## src/rtl/fpu_pkg.sv

```systemverilog
// Shared FPU definitions used by the operand entry path and the result serializer.
package fpu_pkg;

    localparam int DATA_W = 32;
    localparam int BYTE_W = 8;
    localparam int NBYTES = DATA_W / BYTE_W;
    localparam int IDX_W  = 3;

    typedef enum logic {
        IDLE = 1'b0,
        SEND = 1'b1
    } state_t;

    typedef enum logic [2:0] {
        OP_ADD  = 3'd0,
        OP_SUB  = 3'd1,
        OP_MUL  = 3'd2,
        OP_DIV  = 3'd3,
        OP_SQRT = 3'd4,
        OP_CMP  = 3'd5,
        OP_CVT  = 3'd6,
        OP_NOP  = 3'd7
    } fpu_op_t;

endpackage

```

## src/rtl/fpu_result_serializer.sv

```systemverilog
// Captures one FPU result word and streams it out as index-tagged byte slices
// over a valid/ready handshake, with back-to-back capture on the last slice.
module fpu_result_serializer #(
    parameter int DATA_W    = fpu_pkg::DATA_W,
    parameter int BYTE_W    = fpu_pkg::BYTE_W,
    parameter int IDX_W     = fpu_pkg::IDX_W,
    parameter bit MSB_FIRST = 1'b1
) (
    input  logic              clk,
    input  logic              rstn,
    input  logic              clr,
    input  logic              res_valid,
    input  logic [DATA_W-1:0] res,
    input  logic              byte_ready,
    output logic              byte_valid,
    output logic [BYTE_W-1:0] byte_out,
    output logic [IDX_W-1:0]  byte_idx,
    output logic              busy,
    output logic              done,
    output logic              ovf
);
    import fpu_pkg::*;

    localparam int NBYTES = DATA_W / BYTE_W;
    localparam logic [IDX_W-1:0] FIRST_IDX = MSB_FIRST ? IDX_W'(NBYTES - 1) : '0;
    localparam logic [IDX_W-1:0] LAST_IDX  = MSB_FIRST ? '0 : IDX_W'(NBYTES - 1);

    function automatic logic [BYTE_W-1:0] slice_of(input logic [DATA_W-1:0] w,
                                                   input logic [IDX_W-1:0]  i);
        return w[BYTE_W*i +: BYTE_W];
    endfunction

    state_t              state_reg;
    logic [DATA_W-1:0]   shadow_reg;
    logic [IDX_W-1:0]    idx_next;
    logic                xfer;
    logic                last_xfer;

    assign xfer      = byte_valid & byte_ready;
    assign last_xfer = xfer && (byte_idx == LAST_IDX);
    assign idx_next  = MSB_FIRST ? byte_idx - 1'b1 : byte_idx + 1'b1;

    always_ff @(posedge clk or negedge rstn) begin
        if (!rstn) begin
            state_reg  <= IDLE;
            shadow_reg <= '0;
            byte_out   <= '0;
            byte_idx   <= '0;
            byte_valid <= 1'b0;
            busy       <= 1'b0;
            done       <= 1'b0;
            ovf        <= 1'b0;
        end else if (clr) begin
            // shadow is deliberately kept so the aborted word can still be inspected
            state_reg  <= IDLE;
            byte_valid <= 1'b0;
            busy       <= 1'b0;
            done       <= 1'b0;
            ovf        <= 1'b0;
        end else begin
            done <= 1'b0;
            case (state_reg)
                IDLE: begin
                    if (res_valid) begin
                        shadow_reg <= res;
                        byte_idx   <= FIRST_IDX;
                        byte_out   <= slice_of(res, FIRST_IDX);
                        byte_valid <= 1'b1;
                        busy       <= 1'b1;
                        state_reg  <= SEND;
                    end
                end
                SEND: begin
                    if (last_xfer) begin
                        done <= 1'b1;
                        if (res_valid) begin
                            // back-to-back word: no idle bubble between words
                            shadow_reg <= res;
                            byte_idx   <= FIRST_IDX;
                            byte_out   <= slice_of(res, FIRST_IDX);
                        end else begin
                            byte_valid <= 1'b0;
                            busy       <= 1'b0;
                            state_reg  <= IDLE;
                        end
                    end else begin
                        if (xfer) begin
                            byte_idx <= idx_next;
                            byte_out <= slice_of(shadow_reg, idx_next);
                        end
                        if (res_valid) begin
                            ovf <= 1'b1;
                        end
                    end
                end
                default: begin
                    state_reg  <= IDLE;
                    byte_valid <= 1'b0;
                    busy       <= 1'b0;
                end
            endcase
        end
    end

endmodule

```

## config.mk

```make
export PLATFORM = sky130hd
export DESIGN_NAME = fpu_result_serializer
export DESIGN_NICKNAME = d
export VERILOG_FILES = /design/src/rtl/fpu_pkg.sv /design/src/rtl/fpu_result_serializer.sv
export SDC_FILE = /design/constraint.sdc
export NUM_CORES = 1
export LEC_CHECK = 0
export BUFFER_PORTS_ARGS = -buffer_cell sky130_fd_sc_hd__buf_4
export CORE_MARGIN = 2
export CORE_UTILIZATION = 50
export CTS_CLUSTER_DIAMETER = 80
export CTS_CLUSTER_SIZE = 30
export DETAILED_ROUTE_END_ITERATION = 6
export PLACE_DENSITY = 0.81
export REMOVE_ABC_BUFFERS = 1
export SLEW_MARGIN = 10
export SYNTH_ARGS = -nofsm -noshare
export SYNTH_HDL_FRONTEND = slang
export SYNTH_SLANG_ARGS = --single-unit
```

## constraint.sdc

```tcl
create_clock -name clk -period 5.18 [get_ports clk]
set_input_delay 1.036 -clock clk [delete_from_list [all_inputs] [get_ports clk]]
set_output_delay 1.036 -clock clk [all_outputs]
set_load 0.005 [all_outputs]
```

==> results of run 1 <==
==> path summary, 6_finish.rpt <==
path	startpoint	to	slack [ns]	cells past startpoint
worst max-delay path	byte_idx[0]$_DFFE_PN0P_	shadow_reg[8]$_DFFE_PN0P_	2.38	6
worst min-delay path	shadow_reg[8]$_DFFE_PN0P_	shadow_reg[8]$_DFFE_PN0P_	0.49	1
min in group asynchronous	rstn	ovf$_DFFE_PN0P_	0.73	1
worst max register to register	byte_idx[0]$_DFFE_PN0P_	shadow_reg[8]$_DFFE_PN0P_	2.38	6
max in group asynchronous	rstn	shadow_reg[28]$_DFFE_PN0P_	4.05	1
worst min register to register	shadow_reg[8]$_DFFE_PN0P_	shadow_reg[8]$_DFFE_PN0P_	0.49	1
==> Yosys cell counts, drive strengths merged <==
| cell | n |
|---|---|
| a21boi | 1 |
| and3b | 1 |
| or2 | 1 |
| nor2 | 5 |
| mux2 | 32 |
| mux2i | 1 |
| a31oi | 1 |
| dfrtp | 47 |
| or2b | 1 |
| a21oi | 9 |
| o21ai | 2 |
| inv | 10 |
| a221oi | 8 |
| nand2b | 10 |
| nand2 | 3 |
| ha | 2 |
| a22oi | 1 |
| a21o | 1 |
| a311o | 1 |
| o21a | 1 |
| mux4 | 8 |
| nand4b | 1 |
| nor3b | 1 |
| clkbuf | 3 |
| buf | 8 |
| a211oi | 1 |
==> per-layer routing <==
| layer | global-route usage (%) | share of wire (%) |
|---|---|---|
| met5 | 0 | 0 |
| met4 | 6.173 | 1.5 |
| met3 | 3.611 | 4.2 |
| met2 | 30.89 | 52 |
| met1 | 21.11 | 42 |
==> critical path, delay by kind of cell, from the launching register on <==
kind	cells	cell delay, ns
simple gates	3	1.24
flops	1	0.62
mux	1	0.38
fa+ha+maj	1	0.23
buf+inv	1	0.18
==> cell type report <==
class | count | area, um2 | area share, %
multi-input cells | 92 | 1021 | 36.27
clock inverters | 2 | 60.06 | 2.133
flip-flops and latches | 47 | 1176 | 41.78
repair buffers | 51 | 382.9 | 13.60
well taps | 52 | 65.06 | 2.311
clock buffers | 6 | 72.57 | 2.578
inverters | 10 | 37.54 | 1.333
==> per-stage QoR <==
step | setup slack, ns | util [%] | power [W] | hold WS, ns | std cells
6_report | 2.385 | 63.34 | 0.001100 | 0.4851 | 260
4_1_cts | 2.348 | 63.34 | 0.001112 | 0.4924 | 260
2_1_floorplan | 2.103 | - | 0.0006853 | 0.4526 | 149
3_5_place_dp | 2.269 | 60.36 | 0.0008006 | 0.4738 | 252
3_3_place_gp | 2.296 | 60.36 | 0.0007901 | 0.4723 | 252
5_1_grt | 2.189 | 63.34 | 0.001156 | 0.5171 | 260
==> power by group through the flow <==
stage          sequential (W)  clock (W)  combinational, W
4_1_cts              0.000496   0.000317          0.000299
3_5_place_dp         0.000502          0          0.000299
6_report             0.000495   0.000310          0.000294
5_1_grt              0.000507   0.000329          0.000320
2_1_floorplan        0.000488          0          0.000197
3_3_place_gp         0.000501          0          0.000290
==> logic make-up after synthesis <==
kind of cell / synth area share [%]
AO/OA/AOI/OAI: 7.808
adder cells (fa/ha/maj): 1.069
buffers and inverters: 6.149
flip-flops: 50.27
multiplexers: 28.34
AND/OR/NAND/NOR: 6.364
==> run_summary.xml, run 1 <==
<?xml version="1.0" encoding="UTF-8"?>
<metrics>
  <group name="floorplan">
    <metric name="pin_count" unit="">52</metric>
    <metric name="initial_core_util" unit="%">52.65</metric>
    <metric name="die_area" unit="um2">5242</metric>
    <metric name="die_width" unit="um">72.41</metric>
    <metric name="placementRows" unit="">24</metric>
    <metric name="core_area" unit="um2">4444</metric>
    <metric name="die_height" unit="um">72.41</metric>
  </group>
  <group name="logic_synthesis">
    <metric name="synth.top_cells.by_area" unit="">sky130_fd_sc_hd__dfrtp_1, sky130_fd_sc_hd__mux2_4, sky130_fd_sc_hd__mux4_2, sky130_fd_sc_hd__a221oi_1, sky130_fd_sc_hd__nand2b_1</metric>
    <metric name="netlist-cell-type-count" unit="">32</metric>
    <metric name="seq_area_frac_synth" unit="%">50.27</metric>
    <metric name="avgSynthCellArea" unit="um2">14.62</metric>
    <metric name="cell_area_after_synthesis" unit="um2">2340</metric>
    <metric name="synth-warning-count" unit="">0</metric>
    <metric name="synth_top_cell_area_share" unit="%">50.27</metric>
    <metric name="synth_cells" unit="">160</metric>
    <metric name="synth.largest_area_cell" unit="">sky130_fd_sc_hd__dfrtp_1</metric>
    <metric name="ys_ff_latch" unit="">47</metric>
  </group>
  <group name="layout">
    <metric name="most-common-layout-cells" unit="">sky130_fd_sc_hd__buf_4, sky130_fd_sc_hd__dfrtp_1, sky130_fd_sc_hd__mux2_4</metric>
    <metric name="drive_above_1_share" unit="%">48.08</metric>
    <metric name="nets" unit="">246</metric>
    <metric name="num-fill-cells" unit="">357</metric>
    <metric name="largest_register_ffs" unit="">32</metric>
    <metric name="layout-area-overhead-vs-synth" unit="%">20.32</metric>
    <metric name="postLayoutCellArea" unit="um2">2815</metric>
    <metric name="mostFrequentLayoutCell" unit="">sky130_fd_sc_hd__buf_4</metric>
    <metric name="num_antenna_cells" unit="">0</metric>
  </group>
  <group name="drt">
    <metric name="detailedRoute.firstPassIterationCount" unit="">4</metric>
    <metric name="drt-total-wl" unit="um">4201</metric>
    <metric name="drc_errors" unit="">0</metric>
    <metric name="drtIter0Drc" unit="">47</metric>
    <metric name="vias_per_cell" unit="">5.458</metric>
    <metric name="wire_per_inst" unit="um">16.16</metric>
    <metric name="antenna_violating_nets_post_route" unit="">0</metric>
    <metric name="count_of_vias_placed_by_the_detailed_router" unit="">1419</metric>
  </group>
  <group name="cts">
    <metric name="cts_setup_buffers" unit="">0</metric>
    <metric name="cts_root_buffer" unit="">sky130_fd_sc_hd__clkbuf_8</metric>
    <metric name="clock_pin_slew_reported_for_the_worst_setup_and_hold_paths_after_clock_tree_synthesis" unit="ns">0.08</metric>
    <metric name="cts-resized-gates" unit="">0</metric>
    <metric name="cts.hold.buffers_added" unit="">0</metric>
    <metric name="cts.htree.levels" unit="">2</metric>
    <metric name="clock_latency_at_the_later_pin_of_the_worst_skew_pair" unit="ns">0.30</metric>
    <metric name="tritoncts" unit="">yes</metric>
    <metric name="cts-buffers-inserted" unit="">5</metric>
    <metric name="max_buffers_root_to_sink" unit="">2</metric>
    <metric name="cts_num_sinks" unit="">47</metric>
  </group>
  <group name="pwr">
    <metric name="clockPowerShare" unit="%">28.2</metric>
    <metric name="power_per_cell_area" unit="nW/um2">390.6</metric>
    <metric name="power_switching" unit="W">0.0002748</metric>
    <metric name="comb_power_share" unit="%">26.8</metric>
    <metric name="pleak" unit="nW">1.357</metric>
    <metric name="netSwitchingFraction" unit="%">24.99</metric>
    <metric name="portion_of_total_power_attributed_to_sequential_cells" unit="%">45.0</metric>
    <metric name="p_int" unit="W">0.0008249</metric>
    <metric name="vdd_ir_drop_max" unit="mV">0.2055</metric>
  </group>
  <group name="critical_path">
    <metric name="worstSetupEndpointType" unit="">register</metric>
    <metric name="crit_path_class" unit="">reg2reg</metric>
    <metric name="cp-start-kind" unit="">register</metric>
    <metric name="critical_path.max_stage_delay" unit="ns">0.89</metric>
    <metric name="crit_slowest_cell" unit="">sky130_fd_sc_hd__and3b_2</metric>
    <metric name="worstPathRequired" unit="ns">5.36</metric>
    <metric name="timing.critical_path.arrival" unit="ns">2.97</metric>
    <metric name="crit_chain" unit="">inv_1, ha_1, nand4b_4, nand2_2, and3b_2, mux2_1</metric>
    <metric name="cp_max_fo" unit="">32</metric>
  </group>
  <group name="timing">
    <metric name="slew_headroom" unit="%">33.00</metric>
    <metric name="tns" unit="ns">0</metric>
    <metric name="final.min_clock_period" unit="ns">2.795</metric>
    <metric name="fin_skew" unit="ns">0.009273</metric>
    <metric name="worst_slew_pin_slew" unit="ns">1.005</metric>
    <metric name="share_of_the_cycle_needed_by_the_critical_path_after_routing" unit="%">53.96</metric>
    <metric name="grt_setup_unrepaired" unit="">no</metric>
    <metric name="finalHoldViolations" unit="">0</metric>
    <metric name="setup_viol_count_final" unit="">0</metric>
    <metric name="final_max_slew_viol_count" unit="">0</metric>
    <metric name="achievable-frequency" unit="MHz">357.8</metric>
  </group>
  <group name="place">
    <metric name="post_dp_cell_area" unit="um2">2683</metric>
    <metric name="place_congestion" unit="">0.7783</metric>
    <metric name="io_port_bufs" unit="">51</metric>
    <metric name="place.detailed.hpwl" unit="um">2923</metric>
  </group>
  <group name="global_route">
    <metric name="global_route.overflow_total" unit="">0</metric>
    <metric name="grt_util_all_layers" unit="%">17.44</metric>
    <metric name="vias_in_the_first_global_route" unit="">1515</metric>
    <metric name="grt_pass1_wl" unit="um">6941</metric>
    <metric name="antenna_found_initial" unit="">0</metric>
    <metric name="pin_count_of_the_biggest_net_entering_global_routing" unit="">48</metric>
  </group>
  <group name="outcome">
    <metric name="run_status" unit="">complete, no violations</metric>
  </group>
  <group name="flow_run">
    <metric name="maxCapViolCount" unit="">0</metric>
  </group>
  <group name="min_path">
    <metric name="hold_path.class" unit="">reg2reg</metric>
  </group>
</metrics>
Note: power is estimated with default switching activity, not from simulation.
==> run 2: changes to the inputs <==
- CORE_UTILIZATION: 50 -> 48
- clock period: 5.18 -> 2.4 ns (I/O delays scaled with it)
==> run_summary.xml, run 2 (same netlist as run 1, synthesis figures left out) <==
<?xml version="1.0" encoding="UTF-8"?>
<metrics>
  <group name="critical_path">
    <metric name="crit_chain" unit="">inv_1, ha_1, nand4b_4, nand2_2, and3b_2, buf_12, mux2_1</metric>
    <metric name="crit_slowest_cell" unit="">sky130_fd_sc_hd__dfrtp_1</metric>
    <metric name="critical_path_buf_inv_count" unit="">2</metric>
    <metric name="cp-start-kind" unit="">register</metric>
    <metric name="worstPathRequired" unit="ns">2.59</metric>
    <metric name="path_delay_family" unit="">simple AND/OR/NAND/NOR gates</metric>
    <metric name="worstSetupEndpointType" unit="">register</metric>
    <metric name="cp_max_fo" unit="">32</metric>
    <metric name="crit_path_class" unit="">reg2reg</metric>
    <metric name="critical_path.max_stage_delay" unit="ns">0.40</metric>
    <metric name="timing.critical_path.arrival" unit="ns">2.28</metric>
  </group>
  <group name="drt">
    <metric name="wire_per_inst" unit="um">15.53</metric>
    <metric name="antenna_violating_nets_post_route" unit="">0</metric>
    <metric name="drt-total-wl" unit="um">4303</metric>
    <metric name="vias_per_cell" unit="">5.141</metric>
    <metric name="drtIter0Drc" unit="">43</metric>
    <metric name="detailedRoute.firstPassIterationCount" unit="">4</metric>
    <metric name="count_of_vias_placed_by_the_detailed_router" unit="">1424</metric>
    <metric name="drc_errors" unit="">0</metric>
  </group>
  <group name="cts">
    <metric name="cts_root_buffer" unit="">sky130_fd_sc_hd__clkbuf_8</metric>
    <metric name="cts.htree.levels" unit="">2</metric>
    <metric name="clock_pin_slew_reported_for_the_worst_setup_and_hold_paths_after_clock_tree_synthesis" unit="ns">0.10</metric>
    <metric name="tritoncts" unit="">yes</metric>
    <metric name="cts_num_sinks" unit="">47</metric>
    <metric name="cts-buffers-inserted" unit="">5</metric>
    <metric name="max_buffers_root_to_sink" unit="">2</metric>
    <metric name="clock_latency_at_the_later_pin_of_the_worst_skew_pair" unit="ns">0.31</metric>
    <metric name="cts_setup_buffers" unit="">0</metric>
    <metric name="cts-resized-gates" unit="">0</metric>
    <metric name="cts.hold.buffers_added" unit="">0</metric>
  </group>
  <group name="flow_run">
    <metric name="maxCapViolCount" unit="">0</metric>
  </group>
  <group name="layout">
    <metric name="postLayoutCoreUtil" unit="%">59.76</metric>
    <metric name="multiInputGateArea" unit="um2">1021</metric>
    <metric name="num-fill-cells" unit="">378</metric>
    <metric name="layout.cells.non_filler" unit="">277</metric>
    <metric name="most-common-layout-cells" unit="">sky130_fd_sc_hd__buf_4, sky130_fd_sc_hd__dfrtp_1, sky130_fd_sc_hd__mux2_4</metric>
    <metric name="drive_above_1_share" unit="%">49.05</metric>
    <metric name="layout-area-overhead-vs-synth" unit="%">20.64</metric>
    <metric name="nets" unit="">248</metric>
    <metric name="num_antenna_cells" unit="">0</metric>
    <metric name="largest_register_ffs" unit="">32</metric>
    <metric name="reg_area" unit="um2">1176</metric>
    <metric name="mostFrequentLayoutCell" unit="">sky130_fd_sc_hd__buf_4</metric>
  </group>
  <group name="timing">
    <metric name="fin_skew" unit="ns">0.01080</metric>
    <metric name="setup_viol_count_final" unit="">0</metric>
    <metric name="final_max_slew_viol_count" unit="">0</metric>
    <metric name="achievable-frequency" unit="MHz">478.1</metric>
    <metric name="share_of_the_cycle_needed_by_the_critical_path_after_routing" unit="%">87.15</metric>
    <metric name="tns" unit="ns">0</metric>
    <metric name="grt_setup_unrepaired" unit="">no</metric>
    <metric name="slew_headroom" unit="%">61.44</metric>
    <metric name="hold_slack" unit="ns">0.1724</metric>
    <metric name="finalHoldViolations" unit="">0</metric>
    <metric name="final.min_clock_period" unit="ns">2.092</metric>
    <metric name="worst_slew_pin_slew" unit="ns">0.5784</metric>
    <metric name="setup_ws" unit="ns">0.3084</metric>
  </group>
  <group name="pwr">
    <metric name="portion_of_total_power_attributed_to_sequential_cells" unit="%">47.8</metric>
    <metric name="vdd_ir_drop_max" unit="mV">0.3689</metric>
    <metric name="power_switching" unit="W">0.0006212</metric>
    <metric name="power_per_cell_area" unit="nW/um2">779.3</metric>
    <metric name="p_int" unit="W">0.001579</metric>
    <metric name="comb_power_share" unit="%">30.2</metric>
    <metric name="clockPowerShare" unit="%">21.9</metric>
    <metric name="netSwitchingFraction" unit="%">28.24</metric>
    <metric name="pleak" unit="nW">1.349</metric>
  </group>
  <group name="global_route">
    <metric name="grt_util_all_layers" unit="%">17.64</metric>
    <metric name="vias_in_the_first_global_route" unit="">1507</metric>
    <metric name="grt_pass1_wl" unit="um">7169</metric>
    <metric name="pin_count_of_the_biggest_net_entering_global_routing" unit="">48</metric>
    <metric name="global_route.overflow_total" unit="">0</metric>
    <metric name="antenna_found_initial" unit="">0</metric>
  </group>
  <group name="floorplan">
    <metric name="core_area" unit="um2">4723</metric>
    <metric name="die_area" unit="um2">5449</metric>
    <metric name="placementRows" unit="">25</metric>
    <metric name="pin_count" unit="">52</metric>
    <metric name="die_width" unit="um">73.82</metric>
    <metric name="die_height" unit="um">73.82</metric>
    <metric name="initial_core_util" unit="%">49.54</metric>
  </group>
  <group name="place">
    <metric name="place.detailed.instances" unit="">269</metric>
    <metric name="io_port_bufs" unit="">51</metric>
    <metric name="place.detailed.hpwl" unit="um">2937</metric>
    <metric name="place_congestion" unit="">0.7489</metric>
    <metric name="pre_cts_slack" unit="ns">0.3379</metric>
  </group>
  <group name="min_path">
    <metric name="hold_path.class" unit="">in2async</metric>
  </group>
  <group name="outcome">
    <metric name="run_status" unit="">complete, no violations</metric>
  </group>
</metrics>
run 2: path summary, 6_finish.rpt:
check,from,end,slack [ns],cells past startpoint
worst max register to register,byte_idx[1]$_DFFE_PN0P_,shadow_reg[9]$_DFFE_PN0P_,0.31,7
min in group clk,clr,busy$_DFFE_PN0P_,0.37,2
max in group asynchronous,rstn,shadow_reg[17]$_DFFE_PN0P_,1.84,1
worst min register to register,shadow_reg[9]$_DFFE_PN0P_,shadow_reg[9]$_DFFE_PN0P_,0.50,1
worst max-delay path,byte_idx[1]$_DFFE_PN0P_,shadow_reg[9]$_DFFE_PN0P_,0.31,7
worst min-delay path,rstn,shadow_reg[30]$_DFFE_PN0P_,0.17,1
run 2: per-layer routing:
| metal | vias up | routed length, um | track usage, % |
|---|---|---|---|
| met4 | 0 | 59 | 6.465 |
| met3 | 5 | 184 | 3.978 |
| li1 | 674 | - | - |
| met1 | 710 | 1920 | 22.61 |
| met5 | - | 0 | 0 |
| met2 | 35 | 2139 | 29.27 |
run 2: per-stage QoR:
step | instance area (um2) | power (W)
after floorplan | 2233 | 0.001479
after global placement | 2729 | 0.001716
after detailed placement | 2729 | 0.001735
after CTS | 2823 | 0.002214
after global routing | 2823 | 0.002328
final | 2823 | 0.002200
run 2: final cells by class:
cell class | count | share of cell area [%]
Sequential cell | 47 | 41.67
Multi-Input combinational cell | 92 | 36.17
Timing Repair Buffer | 53 | 14.54
Tap cell | 67 | 2.970
Clock buffer | 5 | 2.438
Inverter | 10 | 1.330
Clock inverter | 3 | 0.8865
run 2: power by group through the flow:
stage                     Clock, W  Combinational (W)  Sequential, W
after detailed placement         0           0.000669        0.00107
after CTS                 0.000490           0.000673        0.00105
after global routing      0.000529           0.000726        0.00107
after global placement           0           0.000657        0.00106
after floorplan                  0           0.000426        0.00105
final                     0.000483           0.000665        0.00105
run 2: worst reg2reg max path, cell delays in order, from the launching register on:
cell                       delay (ns)
sky130_fd_sc_hd__dfrtp_1         0.40
sky130_fd_sc_hd__inv_1           0.10
sky130_fd_sc_hd__ha_1            0.23
sky130_fd_sc_hd__nand4b_4        0.14
sky130_fd_sc_hd__nand2_2         0.23
sky130_fd_sc_hd__and3b_2         0.25
sky130_fd_sc_hd__buf_12          0.25
sky130_fd_sc_hd__mux2_1          0.36
==> run 3: changes to the inputs <==
- BUFFER_PORTS_ARGS: -buffer_cell sky130_fd_sc_hd__buf_4 -> -buffer_cell sky130_fd_sc_hd__buf_2
==> run_summary.xml, run 3 (same netlist as run 1, synthesis figures left out) <==
<?xml version="1.0" encoding="UTF-8"?>
<metrics>
  <group name="outcome">
    <metric name="run_status" unit="">complete, no violations</metric>
  </group>
  <group name="global_route">
    <metric name="routing_layer_with_the_top_usage_in_global_route" unit="">met2</metric>
    <metric name="pin_count_of_the_biggest_net_entering_global_routing" unit="">23</metric>
    <metric name="antenna_found_initial" unit="">0</metric>
    <metric name="grt_util_all_layers" unit="%">17.59</metric>
    <metric name="global_route.overflow_total" unit="">0</metric>
    <metric name="met3_grt_util" unit="%">3.567</metric>
    <metric name="grt_pass1_wl" unit="um">7058</metric>
    <metric name="vias_in_the_first_global_route" unit="">1488</metric>
    <metric name="groute.layer.met2.usage" unit="%">27.28</metric>
    <metric name="gr-usage-met1" unit="%">23.48</metric>
  </group>
  <group name="place">
    <metric name="place_congestion" unit="">0.8091</metric>
    <metric name="io_port_bufs" unit="">51</metric>
    <metric name="place.detailed.hpwl" unit="um">3106</metric>
    <metric name="pre_cts_slack" unit="ns">0.3290</metric>
    <metric name="post_dp_cell_area" unit="um2">2611</metric>
  </group>
  <group name="drt">
    <metric name="wire_per_inst" unit="um">15.47</metric>
    <metric name="vias_per_cell" unit="">5.183</metric>
    <metric name="count_of_vias_placed_by_the_detailed_router" unit="">1446</metric>
    <metric name="drt-total-wl" unit="um">4316</metric>
    <metric name="drc_errors" unit="">0</metric>
    <metric name="antenna_violating_nets_post_route" unit="">0</metric>
    <metric name="drtIter0Drc" unit="">118</metric>
    <metric name="detailedRoute.firstPassIterationCount" unit="">4</metric>
  </group>
  <group name="timing">
    <metric name="setup_viol_count_final" unit="">0</metric>
    <metric name="setup_ws" unit="ns">0.3196</metric>
    <metric name="final.min_clock_period" unit="ns">2.080</metric>
    <metric name="worst_slew_pin_slew" unit="ns">0.4658</metric>
    <metric name="final_max_slew_viol_count" unit="">0</metric>
    <metric name="achievable-frequency" unit="MHz">480.7</metric>
    <metric name="finalHoldViolations" unit="">0</metric>
    <metric name="fin_skew" unit="ns">0.009134</metric>
    <metric name="hold_slack" unit="ns">0.1220</metric>
    <metric name="slew_headroom" unit="%">68.95</metric>
    <metric name="grt_setup_unrepaired" unit="">no</metric>
    <metric name="share_of_the_cycle_needed_by_the_critical_path_after_routing" unit="%">86.68</metric>
    <metric name="tns" unit="ns">0</metric>
  </group>
  <group name="floorplan">
    <metric name="die_height" unit="um">73.82</metric>
    <metric name="initial_core_util" unit="%">49.54</metric>
    <metric name="core_area" unit="um2">4723</metric>
    <metric name="pin_count" unit="">52</metric>
    <metric name="placementRows" unit="">25</metric>
    <metric name="die_width" unit="um">73.82</metric>
    <metric name="die_area" unit="um2">5449</metric>
  </group>
  <group name="layout">
    <metric name="drive_above_1_share" unit="%">49.53</metric>
    <metric name="most-common-layout-cells" unit="">sky130_fd_sc_hd__buf_2, sky130_fd_sc_hd__dfrtp_1, sky130_fd_sc_hd__mux2_4</metric>
    <metric name="postLayoutCellArea" unit="um2">2694</metric>
    <metric name="num_antenna_cells" unit="">0</metric>
    <metric name="nets" unit="">251</metric>
    <metric name="largest_register_ffs" unit="">32</metric>
    <metric name="layout-area-overhead-vs-synth" unit="%">15.13</metric>
    <metric name="mostFrequentLayoutCell" unit="">sky130_fd_sc_hd__buf_2</metric>
  </group>
  <group name="critical_path">
    <metric name="timing.critical_path.arrival" unit="ns">2.26</metric>
    <metric name="ff2ff_path_depth" unit="">7</metric>
    <metric name="crit_path_class" unit="">reg2reg</metric>
    <metric name="cp-start-kind" unit="">register</metric>
    <metric name="cp_max_fo" unit="">16</metric>
    <metric name="worstSetupEndpointType" unit="">register</metric>
    <metric name="worstPathRequired" unit="ns">2.58</metric>
    <metric name="rrSetupSlack" unit="ns">0.32</metric>
  </group>
  <group name="cts">
    <metric name="cts_num_sinks" unit="">47</metric>
    <metric name="cts-buffers-inserted" unit="">5</metric>
    <metric name="cts.hold.buffers_added" unit="">0</metric>
    <metric name="tritoncts" unit="">yes</metric>
    <metric name="cts_setup_buffers" unit="">0</metric>
    <metric name="cts_root_buffer" unit="">sky130_fd_sc_hd__clkbuf_8</metric>
    <metric name="max_buffers_root_to_sink" unit="">2</metric>
    <metric name="clock_latency_at_the_later_pin_of_the_worst_skew_pair" unit="ns">0.30</metric>
    <metric name="cts.htree.levels" unit="">2</metric>
    <metric name="clock_pin_slew_reported_for_the_worst_setup_and_hold_paths_after_clock_tree_synthesis" unit="ns">0.09</metric>
    <metric name="cts-resized-gates" unit="">0</metric>
  </group>
  <group name="pwr">
    <metric name="vdd_ir_drop_max" unit="mV">0.3306</metric>
    <metric name="total_power" unit="W">0.002121</metric>
    <metric name="pleak" unit="nW">1.317</metric>
    <metric name="power_per_cell_area" unit="nW/um2">787.4</metric>
  </group>
  <group name="min_path">
    <metric name="hold_path.class" unit="">in2async</metric>
  </group>
  <group name="flow_run">
    <metric name="maxCapViolCount" unit="">0</metric>
  </group>
</metrics>
==> run 3: final timing paths <==
path,start,endpoint
max,byte_idx[1]$_DFFE_PN0P_,shadow_reg[8]$_DFFE_PN0P_
min reg2reg,ovf$_DFFE_PN0P_,ovf$_DFFE_PN0P_
max reg2reg,byte_idx[1]$_DFFE_PN0P_,shadow_reg[8]$_DFFE_PN0P_
min,rstn,shadow_reg[16]$_DFFE_PN0P_
max in group asynchronous,rstn,byte_out[2]$_DFFE_PN0P_
min in group clk,res[9],shadow_reg[9]$_DFFE_PN0P_
==> run 3: critical path, cell delays in order, from the launching register on <==
cell and delay [ns]:
sky130_fd_sc_hd__dfrtp_1 0.38, sky130_fd_sc_hd__inv_1 0.11, sky130_fd_sc_hd__ha_1 0.23, sky130_fd_sc_hd__nand4b_4 0.14
sky130_fd_sc_hd__nand2_2 0.22, sky130_fd_sc_hd__and3b_2 0.23, sky130_fd_sc_hd__buf_4 0.28, sky130_fd_sc_hd__mux2_1 0.37
==> run 3: metrics by stage <==
step,instances,util [%]
floorplan,149,-
global placement,272,55.28
detailed placement,272,55.28
CTS,279,57.03
global route,279,57.03
finish,279,57.03
==> run 3: power breakdown <==
part	internal [W]	switching (W)
logic	0.000378	0.000243
registers	0.000950	0.000100
clock network	0.000199	0.000251
==> run 3: per-layer routing <==
layer	vias to the layer above	part of all wire, %
met5	-	0
met4	0	1.8
met3	5	4.8
met2	45	49
met1	719	44
li1	677	-
==> run 3: cell type report <==
class | instances | area (um2)
tap | 67 | 83.83
sequential | 47 | 1176
clock buffer | 5 | 68.82
fill | 413 | 2029
inverter | 10 | 37.54
clock inverter | 2 | 13.76
timing repair buffer | 56 | 292.8
multi-input combinational | 92 | 1021
